## src/rtl/frame_tx_streamer.sv

```systemverilog
// frame_tx_streamer
// Reads the packed edge frame out of the frame buffer and streams it to the
// UART transmitter. Each frame goes out as SYNC0, SYNC1, NUM_BYTES payload
// bytes and an XOR checksum of the payload. One byte is handed to uart_tx at
// a time. The next byte is not offered until uart_tx reports idle again.
module frame_tx_streamer #(
  parameter int          NUM_BYTES = 5100,
  parameter int          ADDR_W    = (NUM_BYTES > 1) ? $clog2(NUM_BYTES) : 1,
  parameter logic [7:0]  SYNC0     = 8'hAA,
  parameter logic [7:0]  SYNC1     = 8'h55
) (
  input  logic              clk,
  input  logic              reset,
  input  logic              frame_tick,
  output logic [ADDR_W-1:0] rAddr,
  input  logic [7:0]        rData,
  input  logic              tx_busy,
  output logic              tx_start,
  output logic [7:0]        tx_data,
  output logic              streaming,
  output logic              frame_sent,
  output logic              frame_overrun
);

  typedef enum logic [3:0] {
    IDLE,
    HDR0,
    HDR1,
    RD,
    RWAIT,
    SEND,
    HOLD,
    CSUM,
    DONE
  } state_t;

  localparam logic [ADDR_W-1:0] LAST_ADDR = ADDR_W'(NUM_BYTES - 1);

  // ret_state remembers where HOLD goes once the byte in flight has finished.
  state_t state, state_nx;
  state_t ret_state, ret_state_nx;

  // hold_first is high only on the first HOLD cycle. uart_tx raises busy one
  // cycle late, so busy is not trusted on that cycle.
  logic              hold_first, hold_first_nx;
  logic [7:0]        payload, payload_nx;
  logic [7:0]        checksum, checksum_nx;
  logic              last_addr;

  logic [ADDR_W-1:0] rAddr_nx;
  logic              tx_start_nx;
  logic [7:0]        tx_data_nx;
  logic              streaming_nx;
  logic              frame_sent_nx;
  logic              frame_overrun_nx;

  assign last_addr = (rAddr == LAST_ADDR);

  // State register: a reset at any time abandons the frame and returns to IDLE.
  always_ff @(posedge clk or negedge reset) begin
    if (!reset) begin
      // NOTE: sequential state uses non-blocking assignments only, so every
      // flop samples pre-edge values regardless of block evaluation order.
      state     <= IDLE;
      ret_state <= IDLE;
    end else begin
      state     <= state_nx;
      ret_state <= ret_state_nx;
    end
  end

  // Next-state logic: send states move to HOLD only when uart_tx is idle.
  always_comb begin
    // NOTE: defaults first, so no path through the case leaves a variable
    // unassigned and infers a latch.
    state_nx     = state;
    ret_state_nx = ret_state;
    unique case (state)
      IDLE: begin
        if (frame_tick) state_nx = HDR0;
      end
      HDR0: begin
        if (!tx_busy) begin
          state_nx     = HOLD;
          ret_state_nx = HDR1;
        end
      end
      HDR1: begin
        if (!tx_busy) begin
          state_nx     = HOLD;
          ret_state_nx = RD;
        end
      end
      RD:    state_nx = RWAIT;
      RWAIT: state_nx = SEND;
      SEND: begin
        if (!tx_busy) begin
          state_nx     = HOLD;
          ret_state_nx = last_addr ? CSUM : RD;
        end
      end
      CSUM: begin
        if (!tx_busy) begin
          state_nx     = HOLD;
          ret_state_nx = DONE;
        end
      end
      HOLD: begin
        if (!hold_first && !tx_busy) state_nx = ret_state;
      end
      DONE:    state_nx = IDLE;
      default: state_nx = IDLE;
    endcase
  end

  // Output and datapath next values. All of them are registered below.
  always_comb begin
    rAddr_nx         = rAddr;
    tx_start_nx      = 1'b0;
    tx_data_nx       = tx_data;
    streaming_nx     = streaming;
    payload_nx       = payload;
    checksum_nx      = checksum;
    frame_sent_nx    = (state_nx == DONE);
    hold_first_nx    = (state_nx == HOLD) && (state != HOLD);
    frame_overrun_nx = frame_tick && (state != IDLE);
    unique case (state)
      IDLE: begin
        if (frame_tick) begin
          streaming_nx = 1'b1;
          rAddr_nx     = '0;
          checksum_nx  = '0;
        end
      end
      HDR0: begin
        if (!tx_busy) begin
          tx_start_nx = 1'b1;
          tx_data_nx  = SYNC0;
        end
      end
      HDR1: begin
        if (!tx_busy) begin
          tx_start_nx = 1'b1;
          tx_data_nx  = SYNC1;
        end
      end
      RWAIT: begin
        // The RAM has returned the byte at rAddr on this cycle.
        payload_nx  = rData;
        checksum_nx = checksum ^ rData;
      end
      SEND: begin
        if (!tx_busy) begin
          tx_start_nx = 1'b1;
          tx_data_nx  = payload;
          // Stop at the last byte so the address never wraps within a frame.
          if (!last_addr) rAddr_nx = rAddr + ADDR_W'(1);
        end
      end
      CSUM: begin
        if (!tx_busy) begin
          tx_start_nx = 1'b1;
          tx_data_nx  = checksum;
        end
      end
      DONE: begin
        streaming_nx = 1'b0;
        rAddr_nx     = '0;
      end
      default: ;
    endcase
  end

  // Registered outputs and datapath: every output comes straight from a flop.
  always_ff @(posedge clk or negedge reset) begin
    if (!reset) begin
      rAddr         <= '0;
      tx_start      <= 1'b0;
      tx_data       <= '0;
      streaming     <= 1'b0;
      frame_sent    <= 1'b0;
      frame_overrun <= 1'b0;
      hold_first    <= 1'b0;
      payload       <= '0;
      checksum      <= '0;
    end else begin
      rAddr         <= rAddr_nx;
      tx_start      <= tx_start_nx;
      tx_data       <= tx_data_nx;
      streaming     <= streaming_nx;
      frame_sent    <= frame_sent_nx;
      frame_overrun <= frame_overrun_nx;
      hold_first    <= hold_first_nx;
      payload       <= payload_nx;
      checksum      <= checksum_nx;
    end
  end

endmodule

```

## config.mk

```make
export PLATFORM = sky130hd
export DESIGN_NAME = frame_tx_streamer
export DESIGN_NICKNAME = d
export VERILOG_FILES = /design/src/rtl/frame_tx_streamer.sv
export SDC_FILE = /design/constraint.sdc
export NUM_CORES = 1
export LEC_CHECK = 0
export ABC_AREA = 1
export CAP_MARGIN = 20
export CORE_UTILIZATION = 48
export DETAILED_ROUTE_END_ITERATION = 10
export PLACE_DENSITY = 0.75
export SYNTH_ARGS = -nofsm -noshare
export SYNTH_HDL_FRONTEND = slang
export SYNTH_SLANG_ARGS = --single-unit
export TNS_END_PERCENT = 5
```

## constraint.sdc

```tcl
create_clock -name clk -period 1.5 [get_ports clk]
set_input_delay 0.3 -clock clk [delete_from_list [all_inputs] [get_ports clk]]
set_output_delay 0.3 -clock clk [all_outputs]
set_load 0.1 [all_outputs]
```

==> flow_metrics.py, run 1 <==
metrics = {
    "timing": {
        "relSlewSlack_pct": 77.1,
        "holdWs_ns": -0.0142,
        "setup_viol": 11,
        "fin_setup_tns_ns": -0.370,
        "max_freq_ghz": 0.644,
        "fin_worst_skew_ns": 0.00782,
        "period_minus_slack_ns": 1.55,
        "fin_crit_sh_pct": 104,
        "fin_ws_ns": -0.0527,
        "rsz0062_at_grt": "true",
        "hold_viol_final": 24,
        "finalMaxSlewViolations": 0,
        "worstMarginPinSlew_ns": 0.343,
    },
    "synthesis": {
        "ys.warnings.count": 0,
        "yosys_register_bits": 50,
        "synth_compound_area_share_pct": 7.12,
        "ys_top_cells_by_area": "dfrtp_1 (50%), nand2_1 (19%), nor2_1 (5.6%)",
        "synthAdderAreaFrac_pct": 0.502,
        "syn_nets": 345,
        "syn_inst": 332,
        "synth_top_family_by_area": "simple AND/OR/NAND/NOR gates",
        "netlist_area_sq_um": 2490,
        "synthTopCellsByCount": "nand2_1 (127), dfrtp_1 (50), nor2_1 (37)",
        "synth_ff_type": "dfrtp_1",
        "synth_cell_types": 23,
        "synth-xor-area-share_pct": 2.46,
        "syn_avg_cell_area_sq_um": 7.51,
        "async_flop_share_pct": 100,
        "synthMuxAreaShare_pct": 0,
        "synth.most_common_cell": "nand2_1",
        "synth_edf_count": 0,
        "synth_top_area_cell": "dfrtp_1",
        "synth.top_cell.area_share_pct": 50.2,
        "synth-simple-area-share_pct": 32.8,
        "ys_seq_area_share_pct": 50.2,
    },
    "setup_path": {
        "worst_path_max_delay_cell": "dfrtp_2",
        "crit_fanout": 7,
        "worstPathArrival_ns": 1.76,
        "cpMostUsedCell": "nand2_2",
        "cpPeakStageDelay_ns": 0.49,
        "path_cells": "nor2_1, nand2_2, nor2_2, nand2_2, nand3_4, buf_12, clkinv_8, nand2_4, nand2_2",
        "critPathLaunchType": "register",
        "cpLargestDelayFamily": "simple AND/OR/NAND/NOR gates",
        "path_buf_inv": 2,
        "critPathKind": "reg2reg",
        "timing.critical_path.required_ns": 1.70,
        "endpoint_kind": "register",
    },
    "pwr": {
        "p_switching_mw": 3.43,
        "p_per_area_nw_per_um2": 1950,
        "total_leakage_power_nw": 1.76,
        "combPwrFrac_pct": 57.0,
        "power.total_mw": 7.32,
        "sw_frac_of_total_pct": 46.9,
        "irDropWorstVdd_uv": 1590,
        "p_clk_share_pct": 13.1,
        "pwr-share-seq_pct": 30.0,
        "internal_power_mw": 3.88,
    },
    "detailed_routing": {
        "viasPerCell": 5.37,
        "dr.pass1.iters": 6,
        "wl_microns": 6850,
        "ant_nets": 0,
        "vias": 2510,
        "drcViolationCount": 0,
        "drt-initial-drc-count": 185,
        "wire_per_inst_microns": 14.7,
    },
    "outcome": {
        "violations": "hold timing, setup timing",
        "status": "finished, violations left",
    },
    "floorplanning": {
        "die_h_microns": 74.1,
        "io_pins": 37,
        "rows": 25,
        "dieWidth_microns": 74.1,
        "start_util_pct": 51.5,
        "dieArea_sq_um": 5490,
        "core_sq_um": 4850,
    },
    "grt": {
        "first_global_vias": 2328,
        "grt_pass1_wl_microns": 10300,
        "grt_use_total_pct": 24.7,
        "antenna_found_initial": 0,
        "gr-total-overflow": 0,
        "grt_max_degree": 27,
    },
    "clocking": {
        "numCtsBuffers": 5,
        "cts.clk_slew.worst_paths_ns": 0.09,
        "root_buffer": "clkbuf_8",
        "clock-sinks": 50,
        "insertion_delay_ns": 0.30,
        "cts_tree": "done",
        "htree_num_levels": 2,
        "clockBufferDepth": 2,
    },
    "placement": {
        "io_buffer_count": 36,
        "post-place-ws_ns": -0.101,
        "globalplace.congestion": 0.849,
        "hpwl_microns": 4460,
    },
    "layout": {
        "syn_to_final_growth_pct": 50.3,
        "fin_nets": 412,
        "diodes": 0,
        "drive_above_1_share_pct": 32.5,
        "utilization_pct": 77.3,
    },
    "hold_path": {
        "hp-class": "in2async",
    },
    "run": {
        "drv_cap": 0,
    },
}
## power by group through the flow
stage | sequential [mW] | clock, mW | combinational [mW]
after floorplan | 3.01 | 0 | 1.39
after CTS | 2.15 | 0.959 | 3.58
after global routing | 2.24 | 1.01 | 4.44
after global placement | 2.15 | 0 | 3.50
after detailed placement | 2.16 | 0 | 3.56
final | 2.19 | 0.955 | 4.17
## timing repair
| item | 4_1_cts | 5_1_grt |
|---|---|---|
| buffers inserted | 1 | 3 |
| pin swaps | 1 | 14 |
| setup endpoints to repair | 17 | 32 |
| resized for setup | 4 | 51 |
| cloned | 0 | 3 |
| hold buffers | 0 | 0 |
## flip-flops by register name, indices dropped and copies added (netlist names)
register,flops
state,4
tx_data,8
tx_start,1
ret_state,4
frame_overrun,1
checksum,8
rAddr,13
payload,8
hold_first,1
frame_sent,1
streaming,1
## through the flow
step	instances	hold slack [ns]	area (sq um)
CTS	461	0.00377	3510
detailed placement	452	0.333	3380
floorplan	332	0.00441	2540
finish	467	-0.0142	3750
global route	467	0.0112	3750
global placement	452	0.326	3380
## path summary, 6_finish.rpt
check                              end   startpoint  slack [ns]  cells past startpoint
setup / recovery              rAddr[5]     rAddr[2]       -0.05                      9
hold / removal                state[1]        reset       -0.01                      2
setup reg to reg              rAddr[5]     rAddr[2]       -0.05                      9
hold reg to reg            checksum[2]  checksum[2]        0.48                      1
max in group asynchronous     rAddr[1]        reset        1.21                      2
min in group clk           checksum[2]  checksum[2]        0.48                      1
## kinds of logic (layout without fill, tap and decap cells)
kind of cell               after synthesis  after routing
and+or+nand+nor                        200            200
DFF                                     50             50
buffers and inverters                   39            107
AOI/OAI and AO/OA                       35             35
xor gates and xnor gates                 7              7
adders and majority gates                1              1
## layout make-up
type	instances	area, sq um
fillers	307	1100
clock buffers	5	68.8
repair buffers	67	906
clock inverters	3	40.0
flip-flops and latches	50	1290
inverters	32	135
multi-input cells	243	1230
well taps	67	83.8
## placed cells by master, fill, tap and decap left out, types with 2 or more instances in the layout
cell type,count
nand3_4,2
o21ai_1,16
nor2_4,6
inv_2,7
o21ai_2,2
clkbuf_8,5
nand3_1,22
nand2_4,4
clkbuf_16,2
buf_6,2
dfrtp_1,33
a21oi_1,3
buf_4,25
nand2_1,109
nor2_1,28
dfrtp_2,11
clkdlybuf4s50_1,10
xor2_1,4
inv_1,23
clkinv_2,2
nor2_2,7
o21ai_0,13
xnor2_1,3
nand4_1,4
dfrtp_4,6
buf_12,27
nand2_2,16
## metal layers
layer  part of all wire, %  track usage, %
met5                     0               0
met4                   2.2            8.76
met3                   4.5            4.34
met2                    50            40.2
met1                    43            33.5
(Power assumes the default switching activity.)
==> inputs of run 2 (changes only) <==
Settings changed: CAP_MARGIN 20 to 40, RECOVER_POWER set to 50.
==> run 2 against run 1 <==
Effect of this change: the run ends with setup timing left; register-to-register slack barely moved; sequential cell count did not move; fmax rose by 0.54%; sequential share of layout area rose by 0.34 points; first-iteration DRC count rose by 26%; core utilization fell by 0.75 points; critical path type unchanged; critical endpoint unchanged; highest routed layer unchanged.
==> flow_metrics.py, run 2 (synthesized netlist as in run 1, its figures left out) <==
metrics = {
    "layout": {
        "regMostFlops": "rAddr",
        "fin_nets": 412,
        "layout_commonest_cell": "nand2_1",
        "largest_reg_flops": 13,
        "drive_above_1_share_pct": 32.3,
        "nFillCells": 313,
        "layout_common_cells": "nand2_1 (109), dfrtp_1 (33), nor2_1 (28)",
        "stdcell_count": 467,
        "diodes": 0,
        "syn_to_final_growth_pct": 48.8,
    },
    "grt": {
        "grt_max_degree": 27,
        "grt_pass1_wl_microns": 10300,
        "grt_use_total_pct": 24.7,
        "antenna_found_initial": 0,
        "gr-total-overflow": 0,
        "first_global_vias": 2328,
    },
    "floorplanning": {
        "dieArea_sq_um": 5490,
        "io_pins": 37,
        "rows": 25,
        "dieWidth_microns": 74.1,
        "core_sq_um": 4850,
        "start_util_pct": 51.5,
        "die_h_microns": 74.1,
    },
    "placement": {
        "hpwl_microns": 4460,
        "io_buffer_count": 36,
        "dp_cells": 452,
        "globalplace.congestion": 0.849,
    },
    "detailed_routing": {
        "wire_per_inst_microns": 14.6,
        "vias": 2514,
        "ant_nets": 0,
        "viasPerCell": 5.38,
        "drt-initial-drc-count": 233,
        "wl_microns": 6810,
        "dr.pass1.iters": 6,
        "drcViolationCount": 0,
    },
    "setup_path": {
        "crit_fanout": 7,
        "cpLargestDelayFamily": "simple AND/OR/NAND/NOR gates",
        "worstPathArrival_ns": 1.75,
        "path_buf_inv": 2,
        "critPathLaunchType": "register",
        "cpPeakStageDelay_ns": 0.49,
        "cpMostUsedCell": "nand2_2",
        "timing.critical_path.required_ns": 1.71,
        "critPathKind": "reg2reg",
        "worst_path_max_delay_cell": "dfrtp_2",
        "path_cells": "nor2_1, nand2_2, nor2_2, nand2_2, nand3_4, buf_12, clkinv_8, nand2_4, nand2_2",
        "endpoint_kind": "register",
    },
    "clocking": {
        "hold_buffers": 0,
        "cts_tree": "done",
        "htree_num_levels": 2,
        "numCtsBuffers": 5,
        "insertion_delay_ns": 0.31,
        "clock-sinks": 50,
        "root_buffer": "clkbuf_8",
        "clockBufferDepth": 2,
        "cts.clk_slew.worst_paths_ns": 0.10,
    },
    "timing": {
        "relSlewSlack_pct": 12.3,
        "fin_crit_sh_pct": 103,
        "setup_viol": 9,
        "worstMarginPinSlew_ns": 1.32,
        "rsz0062_at_grt": "true",
        "hold_viol_final": 0,
        "finalMaxSlewViolations": 0,
        "period_minus_slack_ns": 1.54,
        "fin_worst_skew_ns": 0.00919,
        "max_freq_ghz": 0.648,
        "fin_ws_ns": -0.0443,
    },
    "pwr": {
        "total_leakage_power_nw": 1.74,
        "power.total_mw": 7.25,
        "p_per_area_nw_per_um2": 1950,
        "irDropWorstVdd_uv": 1590,
    },
    "hold_path": {
        "hp-class": "in2async",
    },
    "outcome": {
        "violations": "setup timing",
        "status": "finished, violations left",
    },
    "run": {
        "drv_cap": 0,
    },
}
-- run 2: power breakdown --
part / internal (mW) / leakage (nW) / switching, mW
clock: 0.491 / 0.0579 / 0.459
combinational: 1.55 / 1.07 / 2.57
sequential: 1.80 / 0.616 / 0.378
total: 3.84 / 1.74 / 3.41
-- run 2: path summary, 6_finish.rpt --
path | from | endpoint | slack, ns | depth (start not counted)
setup / recovery | rAddr[2] | rAddr[5] | -0.04 | 9
hold / removal | reset | frame_overrun | 0.11 | 2
setup reg to reg | rAddr[2] | rAddr[5] | -0.04 | 9
hold reg to reg | checksum[2] | checksum[2] | 0.48 | 1
max in group asynchronous | reset | state[2] | 0.27 | 2
min in group clk | checksum[2] | checksum[2] | 0.48 | 1
-- run 2: through the flow --
step | setup slack (ns) | hold WS, ns | utilization [%] | TNS [ns] | instance area [sq um]
4_1_cts | 0.0121 | 0.00377 | 72.3 | 0 | 3510
6_report | -0.0443 | 0.112 | 76.6 | -0.296 | 3710
5_1_grt | -0.137 | 0.167 | 76.6 | -1.51 | 3710
3_3_place_gp | -0.0718 | 0.326 | 69.8 | -0.126 | 3380
2_1_floorplan | -0.0769 | 0.00441 | - | -0.787 | 2540
3_5_place_dp | -0.101 | 0.333 | 69.8 | -0.307 | 3380
-- run 2: what timing repair did --
action,4_1_cts,5_1_grt
gates cloned,0,3
pin swaps,1,14
setup endpoints to repair,17,32
gates resized for setup,4,51
setup buffers,1,3
-- run 2: final cells by class --
type | count | area [sq um] | area share [%]
Tap cell | 67 | 83.8 | 2.26
Clock buffer | 5 | 68.8 | 1.85
Clock inverter | 3 | 40.0 | 1.08
Inverter | 32 | 135 | 3.64
Timing Repair Buffer | 67 | 870 | 23.4
Multi-Input combinational cell | 243 | 1230 | 33.1
Sequential cell | 50 | 1290 | 34.7
-- run 2: routing by layer --
metal	up-vias	routed length, microns	global-route usage (%)
li1	1178	-	-
met1	1203	2890	33.5
met2	113	3450	40.2
met3	20	322	4.34
met4	0	154	8.76
met5	-	0	0
